## src/rtl/acpram_axi_arbiter.sv

```systemverilog
// acpram_axi_arbiter: round-robin arbiter sharing one ACPRAM<->AXI burst engine
// between NREQ requesters. One transaction outstanding at a time; the command
// is latched at the handshake and held until the engine reports done.
// Optional build macro ACPRAM_AXI_ARB_TIMEOUT_EN adds a WAIT-state watchdog
// that completes the transaction with an error after TIMEOUT_CYCLES.
module acpram_axi_arbiter #(
    parameter int unsigned NREQ           = 4,
    parameter int unsigned ACPRAM_AW      = 10,
    parameter int unsigned TIMEOUT_CYCLES = 4096
) (
    input  logic                      clock,
    input  logic                      resetn,
    input  logic [NREQ-1:0]           req_valid,
    output logic [NREQ-1:0]           req_ready,
    input  logic [NREQ-1:0]           req_write,
    input  logic [NREQ-1:0]           req_len,
    input  logic [NREQ*ACPRAM_AW-1:0] req_acpram_addr,
    input  logic [NREQ*40-1:0]        req_axi_addr,
    output logic [NREQ-1:0]           resp_done,
    output logic [NREQ-1:0]           resp_error,
    output logic                      eng_write,
    output logic                      eng_read,
    output logic                      eng_len,
    output logic [ACPRAM_AW-1:0]      eng_acpram_addr,
    output logic [39:0]               eng_axi_addr,
    input  logic                      eng_busy,
    input  logic                      eng_done,
    input  logic                      eng_error,
    output logic [$clog2(NREQ)-1:0]   owner,
    output logic                      active
);

    localparam int unsigned IW = $clog2(NREQ);

    localparam logic [1:0] ST_IDLE  = 2'd0;
    localparam logic [1:0] ST_ISSUE = 2'd1;
    localparam logic [1:0] ST_WAIT  = 2'd2;

    // Elaboration-time parameter sanity.
    if (NREQ < 2 || NREQ > 8) begin : g_nreq_range
        $error("NREQ must be in 2..8");
    end
    if (TIMEOUT_CYCLES < 2) begin : g_tmo_range
        $error("TIMEOUT_CYCLES must be at least 2");
    end

    logic [1:0]           r_state;
    logic [1:0]           w_state_nxt;
    logic [IW-1:0]        r_rr;
    logic [IW-1:0]        r_owner;
    logic                 r_active;
    logic                 r_eng_write;
    logic                 r_eng_read;
    logic                 r_eng_len;
    logic [ACPRAM_AW-1:0] r_eng_acpram_addr;
    logic [39:0]          r_eng_axi_addr;
    logic [NREQ-1:0]      r_resp_done;
    logic [NREQ-1:0]      r_resp_error;

    logic                 w_grant_found;
    logic [IW-1:0]        w_grant_idx;
    logic [IW-1:0]        w_scan_idx;
    logic [IW-1:0]        w_rr_nxt;
    logic                 w_can_grant;
    logic                 w_timeout;
    logic [NREQ-1:0]      w_owner_oh;
    logic [ACPRAM_AW-1:0] w_acp_arr [NREQ];
    logic [39:0]          w_axi_arr [NREQ];

    // Unpack the per-requester address buses.
    for (genvar gi = 0; gi < NREQ; gi++) begin : g_unpack
        assign w_acp_arr[gi] = req_acpram_addr[gi*ACPRAM_AW +: ACPRAM_AW];
        assign w_axi_arr[gi] = req_axi_addr[gi*40 +: 40];
    end

    // Round-robin scan: first valid requester at or after rr, wrapping.
    always_comb begin
        w_grant_found = 1'b0;
        w_grant_idx   = '0;
        w_scan_idx    = '0;
        for (int k = 0; k < NREQ; k++) begin
            w_scan_idx = IW'((32'(r_rr) + 32'(k)) % NREQ);
            if (!w_grant_found && req_valid[w_scan_idx]) begin
                w_grant_found = 1'b1;
                w_grant_idx   = w_scan_idx;
            end
        end
    end

    assign w_can_grant = resetn && (r_state == ST_IDLE) && !eng_busy && w_grant_found;
    assign w_rr_nxt    = IW'((32'(w_grant_idx) + 32'd1) % NREQ);
    assign w_owner_oh  = NREQ'(1) << r_owner;
    assign req_ready   = w_can_grant ? (NREQ'(1) << w_grant_idx) : '0;

`ifdef ACPRAM_AXI_ARB_TIMEOUT_EN
    localparam int unsigned CW = $clog2(TIMEOUT_CYCLES + 1);
    logic [CW-1:0] r_tmo_cnt;

    // Watchdog: cleared while issuing, counts every cycle spent waiting.
    always_ff @(posedge clock) begin
        if (!resetn) begin
            r_tmo_cnt <= '0;
        end else if (r_state == ST_ISSUE) begin
            r_tmo_cnt <= '0;
        end else if (r_state == ST_WAIT) begin
            r_tmo_cnt <= r_tmo_cnt + CW'(1);
        end
    end

    assign w_timeout = (r_state == ST_WAIT) && (r_tmo_cnt == CW'(TIMEOUT_CYCLES - 1));
`else
    assign w_timeout = 1'b0;
`endif

    // State register.
    always_ff @(posedge clock) begin
        if (!resetn) begin
            r_state <= ST_IDLE;
        end else begin
            r_state <= w_state_nxt;
        end
    end

    // Next-state logic.
    always_comb begin
        w_state_nxt = r_state;
        case (r_state)
            ST_IDLE:  if (w_can_grant) w_state_nxt = ST_ISSUE;
            ST_ISSUE: w_state_nxt = ST_WAIT;
            ST_WAIT:  if (eng_done || w_timeout) w_state_nxt = ST_IDLE;
            default:  w_state_nxt = ST_IDLE;
        endcase
    end

    // Command latch, engine pulses, grant bookkeeping and response pulses.
    always_ff @(posedge clock) begin
        if (!resetn) begin
            r_rr              <= '0;
            r_owner           <= '0;
            r_active          <= 1'b0;
            r_eng_write       <= 1'b0;
            r_eng_read        <= 1'b0;
            r_eng_len         <= 1'b0;
            r_eng_acpram_addr <= '0;
            r_eng_axi_addr    <= '0;
            r_resp_done       <= '0;
            r_resp_error      <= '0;
        end else begin
            r_eng_write  <= 1'b0;
            r_eng_read   <= 1'b0;
            r_resp_done  <= '0;
            r_resp_error <= '0;
            case (r_state)
                ST_IDLE: begin
                    if (w_can_grant) begin
                        r_eng_len         <= req_len[w_grant_idx];
                        r_eng_acpram_addr <= w_acp_arr[w_grant_idx];
                        r_eng_axi_addr    <= w_axi_arr[w_grant_idx];
                        r_eng_write       <= req_write[w_grant_idx];
                        r_eng_read        <= ~req_write[w_grant_idx];
                        r_owner           <= w_grant_idx;
                        r_rr              <= w_rr_nxt;
                        r_active          <= 1'b1;
                    end
                end
                ST_WAIT: begin
                    if (eng_done) begin
                        r_resp_done  <= w_owner_oh;
                        r_resp_error <= eng_error ? w_owner_oh : '0;
                        r_active     <= 1'b0;
                    end else if (w_timeout) begin
                        r_resp_done  <= w_owner_oh;
                        r_resp_error <= w_owner_oh;
                        r_active     <= 1'b0;
                    end
                end
                default: ;
            endcase
        end
    end

    assign eng_write       = r_eng_write;
    assign eng_read        = r_eng_read;
    assign eng_len         = r_eng_len;
    assign eng_acpram_addr = r_eng_acpram_addr;
    assign eng_axi_addr    = r_eng_axi_addr;
    assign resp_done       = r_resp_done;
    assign resp_error      = r_resp_error;
    assign owner           = r_owner;
    assign active          = r_active;

endmodule

```

## config.mk

```make
export PLATFORM = sky130hd
export DESIGN_NAME = acpram_axi_arbiter
export DESIGN_NICKNAME = d
export VERILOG_FILES = /design/src/rtl/acpram_axi_arbiter.sv
export SDC_FILE = /design/constraint.sdc
export NUM_CORES = 1
export LEC_CHECK = 0
export BUFFER_PORTS_ARGS = -buffer_cell sky130_fd_sc_hd__buf_2
export CORE_AREA = 2 2 110 112
export CTS_CLUSTER_SIZE = 24
export DETAILED_ROUTE_END_ITERATION = 10
export DIE_AREA = 0 0 112 114
export PLACE_DENSITY = 0.76
export SLEW_MARGIN = 20
export SYNTH_ARGS = -nofsm -noshare
export SYNTH_HDL_FRONTEND = slang
export SYNTH_SLANG_ARGS = --single-unit
```

## constraint.sdc

```tcl
create_clock -name clock -period 1.8 [get_ports clock]
set_input_delay 0.27 -clock clock [delete_from_list [all_inputs] [get_ports clock]]
set_output_delay 0.27 -clock clock [all_outputs]
set_load 0.1 [all_outputs]
```

==> impl_results.md, run 1 <==
* Status: complete, but fails checks
* Failing checks: setup timing
* Gate Count Post-Synth at between 400 and 500
* First-pass detailed-route iteration total at 5
* FP Rows at 40
* Yosys warns at 0
* Half-perimeter wire length after placement at about 10,000 um
* IO Count at 285
* Leakage power at around 3.1 nW
* Critical path startpoint category: register
* Met3 Resource Use GR at 0.04729
* Vias in the first global route at about 4.5k
* Clock-pin slew on the worst setup and hold paths at approximately 60 ps
* Switching pwr at between 2 and 3 mW
* Die height at 114 um
* CP endpoint kind: output port
* Die Footprint at between 10,000 and 15,000 um2
* CP Max Fanout at 7
* Grt peak-use layer: met2
* Final Max Slew Viols at 0
* DR vias at between 4k and 5k
* Pwr Density at roughly 930 nW/um2
* Netlist cell types at 36
* CTS tree: yes
* Fill cell count at ~1.1k
* Fraction of layout cells with a size suffix above 1 at 0.5276
* Worst Path Arrival at 1690 ps
* Initial core utilization at 0.3472
* Syn Area/Cell at a little over 9 um2
* Yosys reg bits at 68
* Tot Pwr at approximately 6.2 mW
* Worst skew pair latency at between 300 and 400 ps
* Clk sinks at 68
* Drt wl/cell at between 15 and 20 um
* CP Data Required Time at ~1500 ps
* Sw Share at 0.4142
* Mapped Nets at between 600 and 700
* Max_slew headroom at 0.5655
* Initial DRC Count at ~300
* Post-route DRC violation count at 0
* Sequential power share at 0.280
* Mapped Area at 4066 um2
* Worst vdd ir at ~0.55 mV
* Worst Tran Pin Value at approximately 650 ps
* Global-route wire length before repair at 22,550 um
* Clk_skew at 6.550 ps
* RePlAce Congestion at slightly below 0.8
* DRT antenna net count at 0
* Register area share after synthesis at 0.3348
* GRT Util Overall at 0.2248
* CTS max path bufs at 2
* Drt total wl at roughly 16,000 um
* Antenna violations before repair at 0
* Ys async rst share at 0
* GR Util met1 at 0.2641
* Final setup viols at between 40 and 50
* Clock power frac at 0.292
* Clock tree root driver cell: clkbuf_16
* Post-synth EDFFs at 0
* Gate power share at 0.428
* RSZ-0062 raised after global routing: yes
* Hold WC Path Type: in2reg
* Final worst setup slack at -163.8 ps
* Top_reg_cell synth: dfxtp_1
* GRT overflow at 0
* Fmax at 509.2 MHz
* Final Hold Vio Count at 0
* Tmin final at about 2000 ps
* Worst Setup Slack post-DPL at -108.7 ps
* Max-Cap Viols at 0
* Largest net degree at the start of global routing at 60
* Final period util at 1.091
* Drt via density at about 5.3
* CTS Buf Count at 9
* Core area at about 12,000 um2
* Dpl cell area at 5846 um2
* Area Growth Syn to Fin at 64.06%
* Pint at 3.625 mW
* Grt met2 use at 0.4097
* Nets at about 970
* Port buffer count at roughly 280
* Die W at 112 um
* Worst setup path class: reg2out
* H-tree depth at 3
* Design Area, Final at around 6700 um2
## worst max-delay path: stages, from the launching register on
cell and delay [ps]:
dfxtp_2 320, nand2b_4 130, or4_4 460, inv_8 100
and3_4 190, buf_12 170
## power by group through the flow
stage          Clock, mW  Sequential [mW]  Combinational [mW]
6_report            1.81             1.73                2.65
5_1_grt             1.91             1.75                2.77
4_1_cts             1.83             1.73                2.50
3_5_place_dp           0             1.76                2.37
3_3_place_gp           0             1.76                2.35
2_1_floorplan          0             2.74               0.771
## synth_stat cells, drive strengths merged, types with 9 or more instances
cell type,count,share of area
nor2,18,0.017
o2bb2ai,48,0.10
o21a,43,0.079
nand2,57,0.053
a221o,42,0.10
a221oi,9,0.019
dfxtp,68,0.33
clkbuf,16,0.015
mux2i,46,0.11
buf,32,0.053
o21ai,15,0.018
## stage by stage
stage | hold WS, ps | cells | util | TNS (ps)
5_1_grt | 225.4 | 907 | 0.5694 | -5600
3_5_place_dp | 487.7 | 861 | 0.4991 | -2803
3_3_place_gp | 470.4 | 861 | 0.4991 | -1903
6_report | 217.1 | 908 | 0.5697 | -2768
2_1_floorplan | 454.7 | 445 | - | -191.5
4_1_cts | 213.3 | 890 | 0.5473 | -2747
## what timing repair did
action                                 in CTS  in global routing
hold buffers                                0                  0
resized for setup                          21                 24
setup endpoints to repair                  56                 52
endpoints found under the hold margin       0                  0
cloned                                      4                  4
pin swaps                                   9                 17
setup buffers                               9                 13
## layer usage
metal / part of all wire / wire length (um)
met1: 0.41 / 6639
met2: 0.51 / 8290
met3: 0.067 / 1088
met5: 0 / 0
met4: 0.019 / 309
## layout by cell type (no fill, tap or decap), types with 6 or more instances in the layout
| master | count |
|---|---|
| mux2i_1 | 42 |
| buf_4 | 40 |
| dfxtp_1 | 65 |
| o21a_1 | 43 |
| buf_2 | 280 |
| clkbuf_16 | 12 |
| nor2_1 | 17 |
| nand2_1 | 56 |
| o21ai_0 | 11 |
| a221o_1 | 42 |
| o2bb2ai_1 | 46 |
| a21oi_1 | 6 |
| buf_12 | 12 |
## sequential cells by signal (all words and copies together) (netlist names)
name and flops:
active 1, eng_acpram_addr 10, eng_axi_addr 40, eng_len 1, eng_read 1, eng_write 1
owner 2, r_rr 2, r_state 2, resp_done 4, resp_error 4
## logic make-up (layout without fill, tap and decap cells)
family / count (synthesis) / in the layout / share of synthesized area
other: 0 / 1 / 0
AND/OR/NAND/NOR: 97 / 97 / 0.1034
AO/OA/AOI/OAI: 178 / 178 / 0.3628
multiplexers: 52 / 52 / 0.1298
buffers and inverters: 50 / 365 / 0.06923
flip-flops: 68 / 68 / 0.3348
## path summary, 6_finish.rpt
kind | from | to | slack, ps | cells after the start
min | req_axi_addr[51] | eng_axi_addr[11] | 220 | 3
min reg2reg | active | active | 490 | 2
max | r_state[0] | req_ready[3] | -160 | 5
max reg2reg | r_rr[1] | eng_axi_addr[7] | -90 | 8
## area by class of cell
| cell class | instances | area, um2 | share of cell area |
|---|---|---|---|
| antenna | 1 | 2.502 | 0.0003751 |
| clock buffer | 9 | 225.2 | 0.03376 |
| clock inverter | 7 | 76.32 | 0.01144 |
| inverter | 2 | 17.52 | 0.002626 |
| multi-input combinational | 327 | 2555 | 0.3830 |
| sequential | 68 | 1370 | 0.2054 |
| tap | 147 | 183.9 | 0.02757 |
| timing repair buffer | 347 | 2241 | 0.3359 |
Power figures use the tool's default switching activity.
==> inputs of run 2 (changes only) <==
- BUFFER_PORTS_ARGS: -buffer_cell sky130_fd_sc_hd__buf_2 -> not set
- CORE_AREA: 2 2 110 112 -> 2 2 109 111
- DIE_AREA: 0 0 112 114 -> 0 0 111 113
- DONT_BUFFER_PORTS: not set -> 1
- PLACE_DENSITY: 0.76 -> 0.55
==> run 2 against run 1 <==
The run still ends with setup timing left. Setup slack lost 73 ps. Routed wire length down 12%. First-iteration DRC count fell by 18%. Cell area fell by 19%. Final cell count shrank 28%. Sequential power hardly changed. Sequential cell count did not move. Maximum frequency fell by 3.6%. Power shrank 6.6%. Non-clock buffer count fell by 247. Die area is 1.8% lower. Clock-buffer cell count stayed put. Largest power group unchanged.
==> impl_results.md, run 2 (synthesis results as in run 1) <==
* Status: complete, but fails checks
* Failing checks: setup timing
* First-pass detailed-route iteration total at 5 (unchanged)
* Antenna violations before repair at 1 (+1)
* CP Max Fanout at 8 (+1)
* CP Data Required Time at 1530 ps (about the same)
* Worst vdd ir at 0.4698 mV (-15%)
* Die Footprint at 12,540 um2 (-1.8%)
* DRT antenna net count at 0 (unchanged)
* GRT Util Overall at 0.2148 (-0.009964)
* Worst R2R Setup Slack at -180 ps (-90 ps)
* FP Rows at 39 (-2.5%)
* Initial DRC Count at 243 (-18%)
* Drt total wl at 14,350 um (-12%)
* Critical path startpoint category: register
* Largest net degree at the start of global routing at 61 (+1.7%)
* Dpl cell area at 4832 um2 (-17%)
* Worst reg2reg path endpoint: eng_axi_addr[17]
* Hold depth at 1 (-2)
* Port buffer count at 0 (-100%)
* Core area at 11,270 um2 (-3.7%)
* Commonest non-fill, non-tap cells in the layout: 83 x buf_4, 66 x dfxtp_1, 56 x nand2_1
* Drt wl/cell at 21.83 um (+21%)
* Die W at 111 um (-0.89%)
* CTS max path bufs at 2 (unchanged)
* Fraction of layout cells with a size suffix above 1 at 0.3002 (-0.2274)
* Initial core utilization at 0.3608 (+0.01353)
* Final period util at 1.132 (+0.04070)
* H-tree depth at 3 (unchanged)
* Final setup viols at 37 (-12%)
* Hold_sp: resetn
* Max_slew headroom at 0.6911 (+0.1256)
* RSZ-0062 raised after global routing: yes
* Fmax at 490.9 MHz (-3.6%)
* Die height at 113 um (-0.88%)
* RePlAce Congestion at 0.7763 (-2.3%)
* DR vias at 3,896 (-19%)
* IO Count at 285 (unchanged)
* Area Growth Syn to Fin at 32.89%
* Tmin final at 2037 ps (+73.26 ps)
* Vias in the first global route at 3,802 (-15%)
* Design Area, Final at 5404 um2 (-19%)
* Hold WC Path Type: in2reg
* Clock tree root driver cell: clkbuf_16
* Final non-filler cell total at 657 (-28%)
* Post-route DRC violation count at 0 (unchanged)
* Global-route wire length before repair at 20,910 um (-7.3%)
* Worst r2r src: r_state[0]
* Final worst setup slack at -237.1 ps (-73.26 ps)
* Worst skew pair latency at 330 ps (about the same)
* Pwr Density at 1070 nW/um2 (+15%)
* Max reg flops at 40 (unchanged)
* Hold Path End: r_state[1]
* Half-perimeter wire length after placement at 10,410 um (-0.10%)
* Max-Cap Viols at 0 (unchanged)
* Worst setup path class: reg2out
* GRT overflow at 0 (unchanged)
* Leakage power at 2.090 nW (-33%)
* FF-to-FF path depth at 7 (-1)
* Drt via density at 5.930 (+11%)
* Worst Path Arrival at 1770 ps (+80 ps)
* CTS Buf Count at 9 (unchanged)
* CTS tree: yes
* Most common cell after layout, fill and taps aside: buf_4
* Clk_skew at 7.327 ps (+0.7776 ps)
* CP endpoint kind: output port
* Final Hold Vio Count at 0 (unchanged)
* Dpl cells at 631 (-27%)
* Nets at 725 (-25%)
* Clk sinks at 68 (unchanged)
* Clock-pin slew on the worst setup and hold paths at 60 ps (about the same)
* Final Max Slew Viols at 0 (unchanged)
* Worst Tran Pin Value at 463.3 ps (-188.4 ps)
==> run 2: cell count changes in the layout (fill, tap and decap cells not counted), sizes merged <==
| cell | previous run | this run |
|---|---|---|
| buf | 344 | 97 |
| bufbuf | 0 | 1 |
| clkbuf | 12 | 11 |
==> run 2: worst max path at each step <==
| stage | from | to | slack [ps] |
|---|---|---|---|
| floorplan | r_state[0] | req_ready[1] | -190 |
| global route | r_state[0] | req_ready[3] | -300 |
| finish | r_state[0] | req_ready[3] | -240 |
| CTS | r_state[0] | req_ready[3] | -280 |
| global placement | r_rr[1] | eng_axi_addr[0] | 20 |
| detailed placement | r_rr[1] | eng_axi_addr[0] | -40 |
==> run 2: critical path: stages, from the launching register on <==
cell	delay, ps
dfxtp_2	320
nand2b_4	120
or4_4	530
inv_8	100
and3_4	200
buf_12	170
==> run 2: final cells by class <==
cell class / count / area, um2
inverters: 2 / 15.01
repair buffers: 100 / 967.2
multi-input cells: 327 / 2572
well taps: 143 / 178.9
fillers: 1039 / 5868
diodes: 1 / 2.502
clock inverters: 7 / 76.32
flip-flops and latches: 68 / 1366
clock buffers: 9 / 225.2
==> run 2: report_power, final <==
part           leakage, nW  switching [mW]  internal, mW
clock                0.142           0.713          1.08
combinational         1.39            1.58         0.678
sequential           0.560          0.0804          1.65
total                 2.09            2.37          3.41
==> run 2: what timing repair did <==
| action | 4_1_cts | 5_1_grt |
|---|---|---|
| cloned | 2 | 1 |
| gates resized for setup | 18 | 13 |
| setup buffers | 3 | 4 |
| hold buffers | 0 | 0 |
| pin swaps | 2 | 4 |
| setup endpoints to repair | 35 | 59 |
==> run 2: metal layers <==
| metal | part of all wire | wire, um | up-vias | track usage |
|---|---|---|---|---|
| li1 | - | - | 1840 | - |
| met1 | 0.40 | 5692 | 1853 | 0.2425 |
| met2 | 0.52 | 7493 | 191 | 0.3963 |
| met3 | 0.070 | 1011 | 12 | 0.06427 |
| met4 | 0.010 | 147 | 0 | 0.05500 |
| met5 | 0 | 0 | - | 0 |
==> run 2: metrics by stage <==
stage	TNS (ps)	power, mW	util	hold slack [ps]	setup slack (ps)
floorplan	-191.5	3.506	-	454.7	-190.2
global placement	0	3.909	0.4287	400.6	22.43
detailed placement	-154.1	3.941	0.4287	406.5	-43.22
CTS	-10590	5.817	0.4720	53.82	-280.0
global route	-6333	6.015	0.4792	79.39	-297.6
finish	-3039	5.782	0.4794	85.21	-237.1
